===== config.mk =====
export PLATFORM = sky130hd
export DESIGN_NAME = quadc_pattern_tx
export DESIGN_NICKNAME = d
export VERILOG_FILES = /design/src/rtl/quadc_pkg.sv /design/src/rtl/quadc_prbs8_lane.sv /design/src/rtl/quadc_pattern_tx.sv
export SDC_FILE = /design/constraint.sdc
export NUM_CORES = 1
export LEC_CHECK = 0
export CAP_MARGIN = 25
export CORE_ASPECT_RATIO = 1.5
export CORE_MARGIN = 3
export CORE_UTILIZATION = 47
export CTS_BUF_LIST = sky130_fd_sc_hd__clkbuf_4 sky130_fd_sc_hd__clkbuf_8
export DETAILED_ROUTE_END_ITERATION = 12
export GPL_TIMING_DRIVEN = 0
export PLACE_DENSITY = 0.75
export SLEW_MARGIN = 20
export SYNTH_ARGS = -nofsm -noshare
export SYNTH_HDL_FRONTEND = slang
export SYNTH_SLANG_ARGS = --single-unit

===== constraint.sdc =====
create_clock -name user_clk -period 2.3 [get_ports user_clk]
set_input_delay 0.46 -clock user_clk [delete_from_list [all_inputs] [get_ports user_clk]]
set_output_delay 0.46 -clock user_clk [all_outputs]
set_load 0.01 [all_outputs]

===== src/rtl/quadc_pkg.sv =====
// Shared definitions for the quad-ADC capture and pattern-transmit paths.
// Word layout {adc0, adc1, adc2, adc3} with adc0 in the most significant byte.
package quadc_pkg;

   localparam int unsigned QUADC_LANES  = 4;
   localparam int unsigned QUADC_LANE_W = 8;

   typedef enum logic [1:0] {
      QUADC_MODE_CONST = 2'd0,
      QUADC_MODE_RAMP  = 2'd1,
      QUADC_MODE_PRBS  = 2'd2,
      QUADC_MODE_USER  = 2'd3
   } quadc_mode_e;

   typedef enum logic [1:0] {
      StIdle,
      StArm,
      StRun
   } quadc_state_e;

   typedef struct packed {
      logic [7:0] adc0;
      logic [7:0] adc1;
      logic [7:0] adc2;
      logic [7:0] adc3;
   } quadc_word_t;

   // Lane seeds packed in word order: lane0 = 8'h01 ... lane3 = 8'h08.
   localparam logic [31:0] QUADC_PRBS_SEEDS = 32'h0102_0408;
   localparam logic [7:0]  QUADC_PRBS_TAPS  = 8'hB8;

   // Bit position of the least significant bit of lane k within a word.
   function automatic int unsigned quadc_lane_lsb(input int unsigned k);
      return (QUADC_LANES - 1 - k) * QUADC_LANE_W;
   endfunction

   // Fibonacci x^8+x^6+x^5+x^4+1: shift left, feedback into bit 0.
   function automatic logic [7:0] quadc_prbs8_next(input logic [7:0] s);
      return {s[6:0], ^(s & QUADC_PRBS_TAPS)};
   endfunction

endpackage


===== src/rtl/quadc_prbs8_lane.sv =====
// One PRBS8 lane generator: loads its seed on request and steps on advance.
module quadc_prbs8_lane
   import quadc_pkg::*;
#(
   parameter logic [7:0] SEED = 8'h01
) (
   input  logic       user_clk,
   input  logic       reset,
   input  logic       load_i,
   input  logic       advance_i,
   output logic [7:0] state_o
);

   logic [7:0] state_d, state_q;

   always_comb begin
      state_d = state_q;
      if (load_i) begin
         state_d = SEED;
      end else if (advance_i) begin
         state_d = quadc_prbs8_next(state_q);
      end
   end

   always_ff @(posedge user_clk) begin
      if (reset) begin
         state_q <= SEED;
      end else begin
         state_q <= state_d;
      end
   end

   assign state_o = state_q;

endmodule


===== src/rtl/quadc_pattern_tx.sv =====
// Quad-ADC pattern transmitter: constant, ramp, PRBS8 or user-stream samples
// on four 8-bit lanes plus a sync strobe, with one output register stage.
module quadc_pattern_tx
   import quadc_pkg::*;
#(
   parameter int unsigned SYNC_W    = 16,
   parameter int unsigned RAMP_STEP = 64
) (
   input  logic              user_clk,
   input  logic              reset,
   input  logic              enable,
   input  logic [1:0]        mode,
   input  logic [SYNC_W-1:0] sync_period,
   input  logic [31:0]       const_value,
   input  logic [31:0]       user_data,
   input  logic              user_valid,
   output logic              user_ready,
   output logic [7:0]        adc0_data_out,
   output logic [7:0]        adc1_data_out,
   output logic [7:0]        adc2_data_out,
   output logic [7:0]        adc3_data_out,
   output logic              sync_out,
   output logic              active,
   output logic              underflow
);

   quadc_state_e      state_d, state_q;
   quadc_mode_e       mode_d, mode_q;
   logic [SYNC_W-1:0] sync_period_d, sync_period_q;
   logic [SYNC_W-1:0] sync_cnt_d, sync_cnt_q;
   logic [7:0]        count_d, count_q;
   quadc_word_t       data_d, data_q;
   logic              sync_d, sync_q;
   logic              active_d, active_q;
   logic              underflow_d, underflow_q;

   logic              lfsr_load, lfsr_adv;
   logic [31:0]       prbs_word;
   logic [31:0]       ramp_word;

   for (genvar k = 0; k < QUADC_LANES; k++) begin : g_lane
      localparam int unsigned LaneLsb = (QUADC_LANES - 1 - k) * QUADC_LANE_W;
      quadc_prbs8_lane #(
         .SEED(QUADC_PRBS_SEEDS[LaneLsb +: QUADC_LANE_W])
      ) u_prbs (
         .user_clk (user_clk),
         .reset    (reset),
         .load_i   (lfsr_load),
         .advance_i(lfsr_adv),
         .state_o  (prbs_word[LaneLsb +: QUADC_LANE_W])
      );
   end

   always_comb begin
      ramp_word = '0;
      for (int unsigned k = 0; k < QUADC_LANES; k++) begin
         ramp_word[quadc_lane_lsb(k) +: QUADC_LANE_W] = count_q + 8'((k * RAMP_STEP) % 256);
      end
   end

   always_comb begin
      state_d       = state_q;
      mode_d        = mode_q;
      sync_period_d = sync_period_q;
      sync_cnt_d    = sync_cnt_q;
      count_d       = count_q;
      underflow_d   = underflow_q;
      data_d        = '0;
      sync_d        = 1'b0;
      active_d      = 1'b0;
      lfsr_load     = 1'b0;
      lfsr_adv      = 1'b0;

      unique case (state_q)
         StIdle: begin
            if (enable) state_d = StArm;
         end
         StArm: begin
            mode_d        = quadc_mode_e'(mode);
            sync_period_d = sync_period;
            sync_cnt_d    = '0;
            count_d       = '0;
            underflow_d   = 1'b0;
            lfsr_load     = 1'b1;
            state_d       = StRun;
         end
         StRun: begin
            active_d   = 1'b1;
            // A zero period leaves the counter free-running but never strobes.
            sync_d     = (sync_period_q != '0) && (sync_cnt_q == '0);
            sync_cnt_d = (sync_cnt_q == sync_period_q - SYNC_W'(1)) ? '0
                                                                     : sync_cnt_q + SYNC_W'(1);
            unique case (mode_q)
               QUADC_MODE_CONST: data_d = const_value;
               QUADC_MODE_RAMP: begin
                  data_d  = ramp_word;
                  count_d = count_q + 8'd1;
               end
               QUADC_MODE_PRBS: begin
                  data_d   = prbs_word;
                  lfsr_adv = 1'b1;
               end
               QUADC_MODE_USER: begin
                  if (user_valid) begin
                     data_d = user_data;
                  end else begin
                     underflow_d = 1'b1;
                  end
               end
            endcase
            if (!enable) state_d = StIdle;
         end
         default: state_d = StIdle;
      endcase
   end

   always_ff @(posedge user_clk) begin
      if (reset) begin
         state_q       <= StIdle;
         mode_q        <= QUADC_MODE_CONST;
         sync_period_q <= '0;
         sync_cnt_q    <= '0;
         count_q       <= '0;
         data_q        <= '0;
         sync_q        <= 1'b0;
         active_q      <= 1'b0;
         underflow_q   <= 1'b0;
      end else begin
         state_q       <= state_d;
         mode_q        <= mode_d;
         sync_period_q <= sync_period_d;
         sync_cnt_q    <= sync_cnt_d;
         count_q       <= count_d;
         data_q        <= data_d;
         sync_q        <= sync_d;
         active_q      <= active_d;
         underflow_q   <= underflow_d;
      end
   end

   assign user_ready    = (state_q == StRun);
   assign adc0_data_out = data_q.adc0;
   assign adc1_data_out = data_q.adc1;
   assign adc2_data_out = data_q.adc2;
   assign adc3_data_out = data_q.adc3;
   assign sync_out      = sync_q;
   assign active        = active_q;
   assign underflow     = underflow_q;

endmodule

==> run metrics <==
status=finished, violations left; failing checks=setup timing; clock sinks=111; P&R area growth vs syn=33.2%; Startpoint Class=flop; Clk pwr share=25.3%; unique cell type count in the Yosys netlist=54; synth warn=0; Worst VDD drop=0.351 mV; H-tree lvl count=3; Worst Hold Launch=g_lane[1].u_prbs.state_o[2]$_SDFFE_PP0P_; sw power=1.56 mW; grt ovf=0; largest net degree at the start of global routing=17; Setup-failing EPs final=16; share of post-route cells with drive strength above 1=8.51%; crit path DAT=2.81 ns; setup TNS=-3.59 ns; # port buffers=121; leakage power=2.55 nW; I/O pin cnt=122; top_reg_cell synth=dfxtp_1; CTS clk-pin slew, worst paths=0.10 ns; critical-path maximum fanout=7; most frequent cells in the layout=clkdlybuf4s50_1 (121), dfxtp_1 (106), nand2_1 (90), nor2_1 (70), a21oi_1 (66); cts hold-fix bufs=0; FF+latch count, synth=111; CTS tree=done; die span in x=94.5 um; routability congestion estimate=0.939; Power, Total=4.84 mW; Vias=5,505; WP data required=2.56 ns; RSZ-0062 raised after global routing=yes; drt pass-1 iters=5; crit path from=sync_period_q[1]$_SDFFE_PP0P_; Core Util, Final=65.5%; Die Height=139 um; DRC viols=0; fmax=391 MHz; gr usage total=26.9%; clock buffer count from CTS=9; PD cells=658 nW/um^2; kind of critical path=flop to flop; vias in the first global route=5,632; final setup margin=-0.254 ns; internal power=3.28 mW; Syn Nets=785; Clock Skew=0.0108 ns; Hold Path Class=flop to flop; final hold violation count=0; most common cell after layout, fill and taps aside=clkdlybuf4s50_1; Die ar.=13,100 sq um; Final Max Tran Viols=0; number of diodes=0; mapped cell area=5520 sq um; Post-synth ARST share=0%; Bufs on Longest Clock Path=2; switch share=32.3%; max cap viols=0; post-layout net count=924; EDFF count, synth=0; Avg Inst Size Synth=7.99 sq um; initial antenna violation count=0; routed wire length=17,600 um; core area=11,200 sq um; 1st-iter DRT viols=243; effective utilization at floorplan=49.2%; origin of the critical flop-to-flop path=sync_period_q[1]$_SDFFE_PP0P_; Slew Limit Headroom=46.5%; Worst-Margin Slew=0.802 ns; critical path endpoint category=flop; Seq pwr share=43.5%; sequential share of the synthesized area=40.2%; post-route ant nets=0; dpl ws=-0.352 ns; num rows=47; later-pin clock latency in the skew report=0.38 ns; global-route wire length before repair=27,700 um; root buffer cell=clkbuf_8; vias per cell=5.61; period utilisation layout=111%; power share of the combinational group=31.3%; DP HPWL=13,300 um; Post-Synthesis Cells=691; Period minus WS final=2.55 ns; routed length per instance=17.9 um
-- metal layers --
layer	GRT usage, %	wire length, um
met2	49.4	9490
met5	0	0
met1	28.5	6430
met4	13.8	777
met3	4.61	899
-- stage by stage --
step           cells  instance area, sq um  hold WS, ns
2_1_floorplan    691                  5560        0.441
3_3_place_gp     959                  6950        0.453
3_5_place_dp     959                  6950        0.458
4_1_cts          981                  7300        0.478
5_1_grt          981                  7350        0.495
6_report         981                  7350        0.481
-- registers in the layout (all words and copies together) (netlist names), 8 cells and up --
| name | count |
|---|---|
| g_lane.u_prbs.state_o | 32 |
| sync_cnt_q | 16 |
| sync_period_q | 16 |
| adc0_data_out | 8 |
| adc1_data_out | 8 |
| adc2_data_out | 8 |
| adc3_data_out | 8 |
| count_q | 8 |
-- cell type report --
| type | instances | area [sq um] |
|---|---|---|
| multi-input combinational | 509 | 3160 |
| buffer | 50 | 214 |
| fill | 964 | 3880 |
| sequential | 111 | 2240 |
| inverter | 18 | 71.3 |
| clock inverter | 3 | 42.5 |
| clock buffer | 12 | 159 |
| tap | 147 | 184 |
| timing repair buffer | 131 | 1280 |
-- cell families after synthesis --
| kind of cell | Yosys count | synth area share [%] |
|---|---|---|
| adder cells (fa/ha/maj) | 8 | 1.81 |
| flip-flops | 111 | 40.2 |
| multiplexers | 22 | 3.99 |
| AND/OR/NAND/NOR | 291 | 25.6 |
| XOR/XNOR | 38 | 6.03 |
| buffers and inverters | 71 | 5.10 |
| AO/OA/AOI/OAI | 150 | 17.2 |
-- worst max-delay path, stage by stage (launching register included) --
cell and delay (ns):
dfxtp_4 0.38, inv_2 0.07, ha_4 0.12, clkbuf_8 0.14, nor2b_4 0.14, nand4_1 0.22
xnor2_1 0.26, mux2i_1 0.10, o21a_1 0.21, or4_4 0.57, a2bb2oi_1 0.18, nor2_1 0.05
-- final timing paths --
check	slack, ns	cells past startpoint	end
setup / recovery	-0.25	11	sync_cnt_q[0]$_SDFFE_PP0P_
hold / removal	0.48	2	g_lane[1].u_prbs.state_o[2]$_SDFFE_PP0P_
setup reg to reg	-0.25	11	sync_cnt_q[0]$_SDFFE_PP0P_
hold reg to reg	0.48	2	g_lane[1].u_prbs.state_o[2]$_SDFFE_PP0P_
-- Yosys cell counts, types with 4 or more instances --
cell type	instances	share of area, %
mux2i_1	22	4.0
nand2b_1	11	1.2
nor2b_1	37	4.2
xnor2_1	29	4.6
xor2_1	9	1.4
and3_1	6	0.68
o21ai_0	12	1.1
nand2_1	91	6.2
nand4_1	9	1.0
o311ai_1	9	1.4
a221oi_1	4	0.63
a211oi_1	33	4.5
buf_1	8	0.54
dfxtp_1	111	40
ha_1	8	1.8
inv_1	17	1.2
nor2_1	70	4.8
clkbuf_1	40	2.7
a21oi_1	67	6.1
nand3_1	25	2.3
nor3_1	17	1.5
or2_2	5	0.57
-- power by group through the flow --
stage	logic [mW]	clock network, mW	registers (mW)
floorplan	0.902	0	2.12
global placement	1.35	0	2.13
detailed placement	1.38	0	2.13
CTS	1.48	1.24	2.10
global route	1.64	1.30	2.12
finish	1.51	1.22	2.10
-- what timing repair did --
item                       4_1_cts  5_1_grt
setup buffers                    8        0
pin swaps                        4        2
setup endpoints to repair       17       41
cloned                           2        0
gates resized for setup         32       17
(Power assumes the default switching activity.)
